$ cat src/rtl/regfile_pkg.sv
// regfile_pkg
// Shared definitions for the register-file context save/restore engine:
// the engine state encoding, register index width, default word width and
// the index of the hard-wired zero register.
// No ports (package).

package regfile_pkg;

  localparam int REG_IDX_W          = 5;
  localparam int DATA_WIDTH_DEFAULT = 32;

  localparam logic [REG_IDX_W-1:0] REG_ZERO = 5'd0;

  // CHK is only reachable when the checksum feature is compiled in.
  typedef enum logic [2:0] {
    IDLE    = 3'd0,
    RD_ADDR = 3'd1,
    RD_CAP  = 3'd2,
    SEND    = 3'd3,
    LOAD    = 3'd4,
    WRITE   = 3'd5,
    DONE    = 3'd6,
    CHK     = 3'd7
  } ctx_state_t;

endpackage

$ cat src/rtl/ctx_xor_acc.sv
// ctx_xor_acc
// Running XOR accumulator used for the context checksum word.
// Only compiled when CTX_CHECKSUM_EN is defined; the default build has no
// checksum logic at all.
// Ports:
//   clock       rising-edge clock
//   ctrl_reset  asynchronous active-low reset (clears the accumulator)
//   clear       synchronous clear, wins over enable
//   enable      fold data into the accumulator this cycle
//   data        word to fold in
//   acc         current accumulator value

`ifdef CTX_CHECKSUM_EN
module ctx_xor_acc
  import regfile_pkg::*;
#(
  parameter int DATA_WIDTH = DATA_WIDTH_DEFAULT
) (
  input  logic                  clock,
  input  logic                  ctrl_reset,
  input  logic                  clear,
  input  logic                  enable,
  input  logic [DATA_WIDTH-1:0] data,
  output logic [DATA_WIDTH-1:0] acc
);

  always_ff @(posedge clock or negedge ctrl_reset) begin
    if (!ctrl_reset) begin
      acc <= '0;
    end else if (clear) begin
      acc <= '0;
    end else if (enable) begin
      acc <= acc ^ data;
    end
  end

endmodule
`endif

$ cat src/rtl/regfile_ctx_engine.sv
// regfile_ctx_engine
// Context save/restore initiator for the 32x32 register file. In save mode it
// sweeps FIRST_REG..LAST_REG through read port A and streams the words out on
// the dump channel; in restore mode it takes words from the load channel and
// writes them into FIRST_REG..LAST_REG through the write port.
// Optional feature macro: CTX_CHECKSUM_EN (running XOR checksum word appended
// to a save, checked as an extra word on restore, mismatch flagged on ckerr).
// Ports:
//   clock, ctrl_reset           clock and asynchronous active-low reset
//   start, mode, abort          control (mode 0 = save, 1 = restore)
//   busy, done                  status (done is a one-cycle pulse)
//   ckerr                       checksum mismatch flag (CTX_CHECKSUM_EN only)
//   rf_writeEn/Reg/Data         regfile write port
//   rf_readReg, rf_readData     regfile read port A (combinational read)
//   dump_data/valid/ready       save stream (engine is the source)
//   load_data/valid/ready       restore stream (engine is the sink)

module regfile_ctx_engine
  import regfile_pkg::*;
#(
  parameter int DATA_WIDTH = DATA_WIDTH_DEFAULT,
  parameter int FIRST_REG  = 1,
  parameter int LAST_REG   = 31
) (
  input  logic                  clock,
  input  logic                  ctrl_reset,
  input  logic                  start,
  input  logic                  mode,
  input  logic                  abort,
  output logic                  busy,
  output logic                  done,
`ifdef CTX_CHECKSUM_EN
  output logic                  ckerr,
`endif
  output logic                  rf_writeEn,
  output logic [REG_IDX_W-1:0]  rf_writeReg,
  output logic [DATA_WIDTH-1:0] rf_writeData,
  output logic [REG_IDX_W-1:0]  rf_readReg,
  input  logic [DATA_WIDTH-1:0] rf_readData,
  output logic [DATA_WIDTH-1:0] dump_data,
  output logic                  dump_valid,
  input  logic                  dump_ready,
  input  logic [DATA_WIDTH-1:0] load_data,
  input  logic                  load_valid,
  output logic                  load_ready
);

  localparam logic [REG_IDX_W-1:0] FIRST_IDX = REG_IDX_W'(FIRST_REG);
  localparam logic [REG_IDX_W-1:0] LAST_IDX  = REG_IDX_W'(LAST_REG);

  ctx_state_t state, state_next;
  logic [REG_IDX_W-1:0] index, index_next;

  logic                  busy_d, done_d, dump_valid_d, load_ready_d, rf_writeEn_d;
  logic [REG_IDX_W-1:0]  rf_writeReg_d, rf_readReg_d;
  logic [DATA_WIDTH-1:0] rf_writeData_d, dump_data_d;

  logic kill, dump_fire, load_fire, at_last;

  // abort outranks every handshake, so the fire terms are masked by it.
  assign kill      = (state != IDLE) && abort;
  assign dump_fire = (state == SEND) && dump_valid && dump_ready && !abort;
  assign load_fire = (state == LOAD) && load_valid && load_ready && !abort;
  assign at_last   = (index == LAST_IDX);

`ifdef CTX_CHECKSUM_EN
  logic                  ck_phase, ck_phase_d;
  logic                  ckerr_d;
  logic                  chk_fire, ck_clear, ck_enable;
  logic [DATA_WIDTH-1:0] ck_data, xor_acc;

  // Save folds words in as they are captured, restore as they are accepted,
  // so by the end of the sweep the accumulator covers all swept registers.
  assign chk_fire  = (state == CHK) && load_valid && load_ready && !abort;
  assign ck_clear  = (state == IDLE) && start;
  assign ck_enable = ((state == RD_CAP) && !abort) || load_fire;
  assign ck_data   = (state == RD_CAP) ? rf_readData : load_data;

  ctx_xor_acc #(
    .DATA_WIDTH (DATA_WIDTH)
  ) u_xor_acc (
    .clock      (clock),
    .ctrl_reset (ctrl_reset),
    .clear      (ck_clear),
    .enable     (ck_enable),
    .data       (ck_data),
    .acc        (xor_acc)
  );
`endif

  // State, index and every output are registered here; the two comb blocks
  // below compute their next values.
  always_ff @(posedge clock or negedge ctrl_reset) begin
    if (!ctrl_reset) begin
      state        <= IDLE;
      index        <= FIRST_IDX;
      busy         <= 1'b0;
      done         <= 1'b0;
      rf_writeEn   <= 1'b0;
      rf_writeReg  <= '0;
      rf_writeData <= '0;
      rf_readReg   <= '0;
      dump_data    <= '0;
      dump_valid   <= 1'b0;
      load_ready   <= 1'b0;
`ifdef CTX_CHECKSUM_EN
      ck_phase     <= 1'b0;
      ckerr        <= 1'b0;
`endif
    end else begin
      state        <= state_next;
      index        <= index_next;
      busy         <= busy_d;
      done         <= done_d;
      rf_writeEn   <= rf_writeEn_d;
      rf_writeReg  <= rf_writeReg_d;
      rf_writeData <= rf_writeData_d;
      rf_readReg   <= rf_readReg_d;
      dump_data    <= dump_data_d;
      dump_valid   <= dump_valid_d;
      load_ready   <= load_ready_d;
`ifdef CTX_CHECKSUM_EN
      ck_phase     <= ck_phase_d;
      ckerr        <= ckerr_d;
`endif
    end
  end

  // Sweep sequencing. The index only advances after a completed transfer
  // and stops at LAST_REG, so it never wraps.
  always_comb begin
    state_next = state;
    index_next = index;
    case (state)
      IDLE: begin
        if (start) begin
          state_next = mode ? LOAD : RD_ADDR;
          index_next = FIRST_IDX;
        end
      end
      RD_ADDR: state_next = RD_CAP;
      RD_CAP:  state_next = SEND;
      SEND: begin
        if (dump_fire) begin
`ifdef CTX_CHECKSUM_EN
          // After the last register the checksum word goes out through SEND.
          if (ck_phase) begin
            state_next = DONE;
          end else if (at_last) begin
            state_next = SEND;
          end else begin
            state_next = RD_ADDR;
            index_next = index + 5'd1;
          end
`else
          if (at_last) begin
            state_next = DONE;
          end else begin
            state_next = RD_ADDR;
            index_next = index + 5'd1;
          end
`endif
        end
      end
      LOAD: begin
        if (load_fire) begin
          state_next = WRITE;
        end
      end
      WRITE: begin
        if (at_last) begin
`ifdef CTX_CHECKSUM_EN
          state_next = CHK;
`else
          state_next = DONE;
`endif
        end else begin
          state_next = LOAD;
          index_next = index + 5'd1;
        end
      end
`ifdef CTX_CHECKSUM_EN
      CHK: begin
        if (chk_fire) begin
          state_next = DONE;
        end
      end
`endif
      DONE:    state_next = IDLE;
      default: state_next = IDLE;
    endcase
    if (kill) begin
      state_next = IDLE;
      index_next = index;
    end
  end

  // Output next values. Status and handshake outputs follow the next state,
  // so an abort drops them on the very edge that returns to IDLE. The data
  // and index outputs hold between updates.
  always_comb begin
    busy_d         = (state_next != IDLE);
    done_d         = (state_next == DONE);
    dump_valid_d   = (state_next == SEND);
    load_ready_d   = (state_next == LOAD);
    rf_writeEn_d   = (state == LOAD) && (state_next == WRITE) && (index != REG_ZERO);
    rf_writeReg_d  = rf_writeReg;
    rf_writeData_d = rf_writeData;
    rf_readReg_d   = rf_readReg;
    dump_data_d    = dump_data;

    if (rf_writeEn_d) begin
      rf_writeReg_d  = index;
      rf_writeData_d = load_data;
    end

    // rf_readReg stays on the index through RD_CAP so the capture sees it.
    if (state_next == RD_ADDR) begin
      rf_readReg_d = index_next;
    end

    if ((state == RD_CAP) && (state_next == SEND)) begin
      dump_data_d = rf_readData;
    end

`ifdef CTX_CHECKSUM_EN
    load_ready_d = (state_next == LOAD) || (state_next == CHK);
    ck_phase_d   = (state_next == SEND) && (ck_phase || ((state == SEND) && dump_fire));
    ckerr_d      = ckerr;
    if ((state == SEND) && dump_fire && (state_next == SEND)) begin
      dump_data_d = xor_acc;
    end
    if ((state == IDLE) && start) begin
      ckerr_d = 1'b0;
    end else if (chk_fire && (load_data != xor_acc)) begin
      ckerr_d = 1'b1;
    end
`endif
  end

endmodule

$ cat config.mk
export PLATFORM = sky130hd
export DESIGN_NAME = regfile_ctx_engine
export DESIGN_NICKNAME = d
export VERILOG_FILES = /design/src/rtl/regfile_pkg.sv /design/src/rtl/ctx_xor_acc.sv /design/src/rtl/regfile_ctx_engine.sv
export SDC_FILE = /design/constraint.sdc
export NUM_CORES = 1
export LEC_CHECK = 0
export ABC_AREA = 0
export BUFFER_PORTS_ARGS = -buffer_cell sky130_fd_sc_hd__buf_2
export CORE_MARGIN = 5
export CORE_UTILIZATION = 50
export DETAILED_ROUTE_END_ITERATION = 12
export PLACE_DENSITY = 0.82
export SETUP_SLACK_MARGIN = 0.5
export SLEW_MARGIN = 20
export SYNTH_ARGS = -nofsm -noshare
export SYNTH_HDL_FRONTEND = slang
export SYNTH_SLANG_ARGS = --single-unit
$ cat constraint.sdc
create_clock -name clock -period 4.51 [get_ports clock]
set_input_delay 0.902 -clock clock [delete_from_list [all_inputs] [get_ports clock]]
set_output_delay 0.902 -clock clock [all_outputs]
set_load 0.1 [all_outputs]
# Word level (Yosys, flattened, before mapping)
# Index checks and enable logic that the tools add are counted.
# word_totals
regBits,87
latch_bits,0
ramBits,0
rom_bits,0
input_bits,71
out_inout_bits,79
mem_count,0
# classes
add_sub_neg,1
n_mul,0
n_div,0
n_lt_le_gt_ge,0
eq_ne,11
n_shift,0
mux,13
bitwise_logic,0
reduce_logical,15
# op_table
op,count
2-to-1 mux 5 bit,4
2-to-1 mux 3 bit,6
case mux 3 bit (6 select lines),1
== test 3 bit (second input constant),5
case mux 5 bit (3 select lines),1
logical AND 1 bit,10
== test 3 x 2 -> 1 bit (second input constant),3
== test 3 x 1 -> 1 bit (second input constant),2
nonzero test 3 bit,2
adder 5 x 1 -> 5 bit (second input constant),1
== test 5 bit (second input constant),1
nonzero test 5 bit,1
zero test 3 bit,1
2-to-1 mux 2 bit,1
zero test 1 bit,1

# Longest topological paths before layout
# logic_depth
word_depth,10
mapped_depth,8

# Worst setup path after synthesis
# No wires, ideal clock.
# synth_timing
kind,register to register
startpoint,register dump_valid
endpoint,register rf_writeData[16]
arrival_ns,2.403
t_required_ns,4.385
setup_slack_ns,1.982
path_stages_with_launch,8
n_path_buf,2
period_less_slack_ns,2.528
cell_sequence,dfrtp_1 > nand4b_1 > or3_4 > a21oi_4 > nand3_2 > buf_6 > buf_6 > mux2_4
# synth_via
elab_chain_len,9
# synth_rtl
element,line_no,rtl
"start, declared",regfile_ctx_engine.sv:41,"output logic dump_valid,"
"start signal, assigned",regfile_ctx_engine.sv:120,dump_valid <= dump_valid_d;
logical AND 1 bit (3 in a row),regfile_ctx_engine.sv:62,assign dump_fire = (state == SEND) && dump_valid && dump_ready && !abort;
2-to-1 mux 3 bit,regfile_ctx_engine.sv:144,if (dump_fire) begin
case mux 3 bit (6 select lines),regfile_ctx_engine.sv:134,case (state)
2-to-1 mux 3 bit,regfile_ctx_engine.sv:192,if (kill) begin
via state_next[2],regfile_ctx_engine.sv:51,"ctx_state_t state, state_next;"
== test 3 bit,regfile_ctx_engine.sv:206,rf_writeEn_d = (state == LOAD) && (state_next == WRITE) && (index != REG_ZERO);
logical AND 1 bit (2 in a row),regfile_ctx_engine.sv:206,
"end signal, assigned",regfile_ctx_engine.sv:117,rf_writeData <= rf_writeData_d;
"end, declared",regfile_ctx_engine.sv:37,"output logic [DATA_WIDTH-1:0] rf_writeData,"
# The timed path passes the listed nets, and every way through them passes these cells.
# A chain may end at the register's enable or synchronous reset.

# Final worst setup path
# layout_timing
startpoint,register index[0]
endpoint,register rf_writeReg[4]
# layout_via
elab_chain_len,8
elab_cells_between_ends,10
# layout_rtl
element,line_no,rtl
"start, declared",regfile_ctx_engine.sv:52,"logic [REG_IDX_W-1:0] index, index_next;"
"start signal, assigned",regfile_ctx_engine.sv:112,index <= index_next;
== test 5 bit,regfile_ctx_engine.sv:64,assign at_last = (index == LAST_IDX);
2-to-1 mux 3 bit,regfile_ctx_engine.sv:156,if (at_last) begin
2-to-1 mux 3 bit,regfile_ctx_engine.sv:144,
case mux 3 bit (6 select lines),regfile_ctx_engine.sv:134,
2-to-1 mux 3 bit,regfile_ctx_engine.sv:192,
== test 3 bit,regfile_ctx_engine.sv:206,
logical AND 1 bit,regfile_ctx_engine.sv:206,
logical AND 1 bit (*),regfile_ctx_engine.sv:206,
"end signal, assigned",regfile_ctx_engine.sv:116,rf_writeReg <= rf_writeReg_d;
"end, declared",regfile_ctx_engine.sv:36,"output logic [REG_IDX_W-1:0] rf_writeReg,"
# Mark *: on every way between the ends. The rest lies on a longest branch, timed or not.

==> impl_metrics.env <==
export IMPL_finalSetupTns_ns=0
export IMPL_crit_fanout=38
export IMPL_slew_violations=0
export IMPL_cts_max_level=3
export IMPL_setup_viol=0
export IMPL_overflow=0
export IMPL_async_flop_share_pct=100.0
export IMPL_port_buffers=149
export IMPL_path_delay_family="flip-flops"
export IMPL_cts_buffer_depth=2
export IMPL_worstSetupEndpointType="flop"
export IMPL_syn_area_per_cell_um2=14.48
export IMPL_setup_worst_path_class="reg2reg"
export IMPL_grt_pass1_vias=2609
export IMPL_die_y_um=95.94
export IMPL_tightest_slew_ns=0.7521
export IMPL_post_cts_buffers=0
export IMPL_yosysWarningCount=0
export IMPL_wl_per_cell_um=16.67
export IMPL_clkLatencyLatePin_ns=0.35
export IMPL_mostFrequentLayoutCells="buf_2, dfrtp_1, mux2_2"
export IMPL_routed_via_density=5.206
export IMPL_setup_slack_ns=1.827
export IMPL_layout_commonest_cell="buf_2"
export IMPL_cts_root_buffer="clkbuf_8"
export IMPL_clock_sinks=87
export IMPL_ios=150
export IMPL_fillerInstances=544
export IMPL_cts_tree="built"
export IMPL_period_share_pct=59.49
export IMPL_critical_path_buf_inv_count=1
export IMPL_core_um2=7214
export IMPL_min_path_type="reg2reg"
export IMPL_num_rows=31
export IMPL_hold_viol=0
export IMPL_synth_flop_cell="dfrtp_1"
export IMPL_timing_fmax_mhz=372.7
export IMPL_cts_made_buffers=9
export IMPL_num_vias=2650
export IMPL_grt_pass1_wl_um=12830
export IMPL_wl_um=8484
export IMPL_drtIter0Drc=109
export IMPL_synth_seq_cells=87
export IMPL_rrSetupSlack_ns=1.83
export IMPL_drt_first_pass_iters=5
export IMPL_clk_pin_slew_ns=0.09
export IMPL_synth_edf_count=0
export IMPL_fin_worst_skew_ns=0.01026
export IMPL_route_antenna_remaining_nets=0
export IMPL_drive_gt1_share_pct=58.78
export IMPL_syn_inst=255
export IMPL_die_area_um2=9204
export IMPL_seq_area_frac_synth_pct=59.00
export IMPL_synth_fp_nets=328
export IMPL_crit_arrival_ns=2.91
export IMPL_place_ws_ns=1.628
export IMPL_grt_max_degree=88
export IMPL_layout_min_cycle_time_ns=2.683
export IMPL_worstPathRequired_ns=4.74
export IMPL_status="completed"
export IMPL_synth_area_um2=3692
export IMPL_hpwl_um=6251
export IMPL_yosys_cell_types_count=45
export IMPL_die_w_um=95.94
export IMPL_gp_congestion=0.8744
export IMPL_grtUsageTotal_pct=18.49
export IMPL_syn_to_final_growth_pct=28.46
export IMPL_crit_chain="ha_1 > nand4_4 > o211ai_1 > o221ai_2 > nand3_2 > buf_4 > mux2_2"
export IMPL_max_slew_margin_pct=49.86
export IMPL_max_stage_delay_ns=0.61
export IMPL_antenna_cells=0
export IMPL_rsz0062_at_grt="no"
export IMPL_cp_slowest_cell="dfstp_2"
export IMPL_hold_buffers=0
export IMPL_post_route_drc_count=0
export IMPL_antenna_found_initial=0
export IMPL_start_util_pct=51.18
export IMPL_post_cts_resized=0
export IMPL_maxCapViolations=0
export IMPL_fin_nets=478
export IMPL_setup_worst_path_start_class="flop"
[path summary, 6_finish.rpt]
check / from / end / cells past startpoint
setup reg to reg: index[0] / rf_writeReg[4] / 7
hold / removal: rf_writeData[7] / rf_writeData[7] / 1
setup / recovery: index[0] / rf_writeReg[4] / 7
max in group asynchronous: ctrl_reset / rf_writeData[19] / 1
hold reg to reg: rf_writeData[7] / rf_writeData[7] / 1
min in group asynchronous: ctrl_reset / rf_writeData[15] / 1
[flip-flops by register name, summed over array words and instances (netlist names), 3 cells and up]
signal and flops:
rf_writeReg 5, rf_writeData 32, index 5, rf_readReg 5, dump_data 32, state 3
[kinds of logic (layout without fill, tap and decap cells)]
kind of cell	Yosys count	in the layout	synth area share [%]
fa+ha+maj	2	2	0.6776
mux	74	74	24.47
compound gates	30	30	5.829
flops	87	87	59.00
simple gates	42	42	7.218
buf+inv	20	175	2.812
[per-layer routing]
metal  up-vias  wire length [um]  GRT usage (%)
met5         -                 0              0
met4         0               180          7.938
met3        19               722          4.613
met2       138              4165          30.86
met1      1277              3417          22.80
li1       1216                 -              -
[per-stage QoR]
step / std cells / hold WS, ns / util (%) / area, um^2
6_report: 509 / 0.4936 / 65.75 / 4743
2_1_floorplan: 255 / 0.5538 / - / 3692
3_3_place_gp: 493 / 0.4732 / 62.52 / 4511
4_1_cts: 509 / 0.4966 / 65.70 / 4740
5_1_grt: 509 / 0.5104 / 65.75 / 4743
3_5_place_dp: 493 / 0.4763 / 62.52 / 4511
[cells in the mapped netlist (2+ instances only)]
cell,n,area [um^2]
a21oi_1,4,20.02
a221oi_1,2,17.52
a31oi_1,3,18.77
a41oi_1,2,17.52
buf_2,5,25.02
buf_6,3,33.78
clkbuf_1,4,15.01
dfrtp_1,86,2152
ha_1,2,25.02
inv_1,8,30.03
mux2_1,8,90.09
mux2_2,46,518.0
mux2_4,19,285.3
nand2_1,6,22.52
nand2b_1,4,25.02
nand3_1,4,20.02
nand4_1,2,12.51
nor2_1,5,18.77
nor2b_1,2,12.51
nor3_1,3,15.01
nor3b_1,2,15.01
o211ai_1,4,30.03
o21ai_0,7,35.03
or2_2,2,12.51
or3_1,2,12.51
[area by class of cell]
class,instances,area (um^2),area share [%]
clock buffers,10,137.6,2.902
clock inverters,6,91.34,1.926
flip-flops and latches,87,2178,45.92
inverters,8,30.03,0.6331
repair buffers,151,767.0,16.17
multi-input cells,148,1415,29.83
well taps,99,123.9,2.611
Power is left out: the tool's default activity adds up to more than one toggle a clock period on the data nets, which glitch-free logic cannot reach.
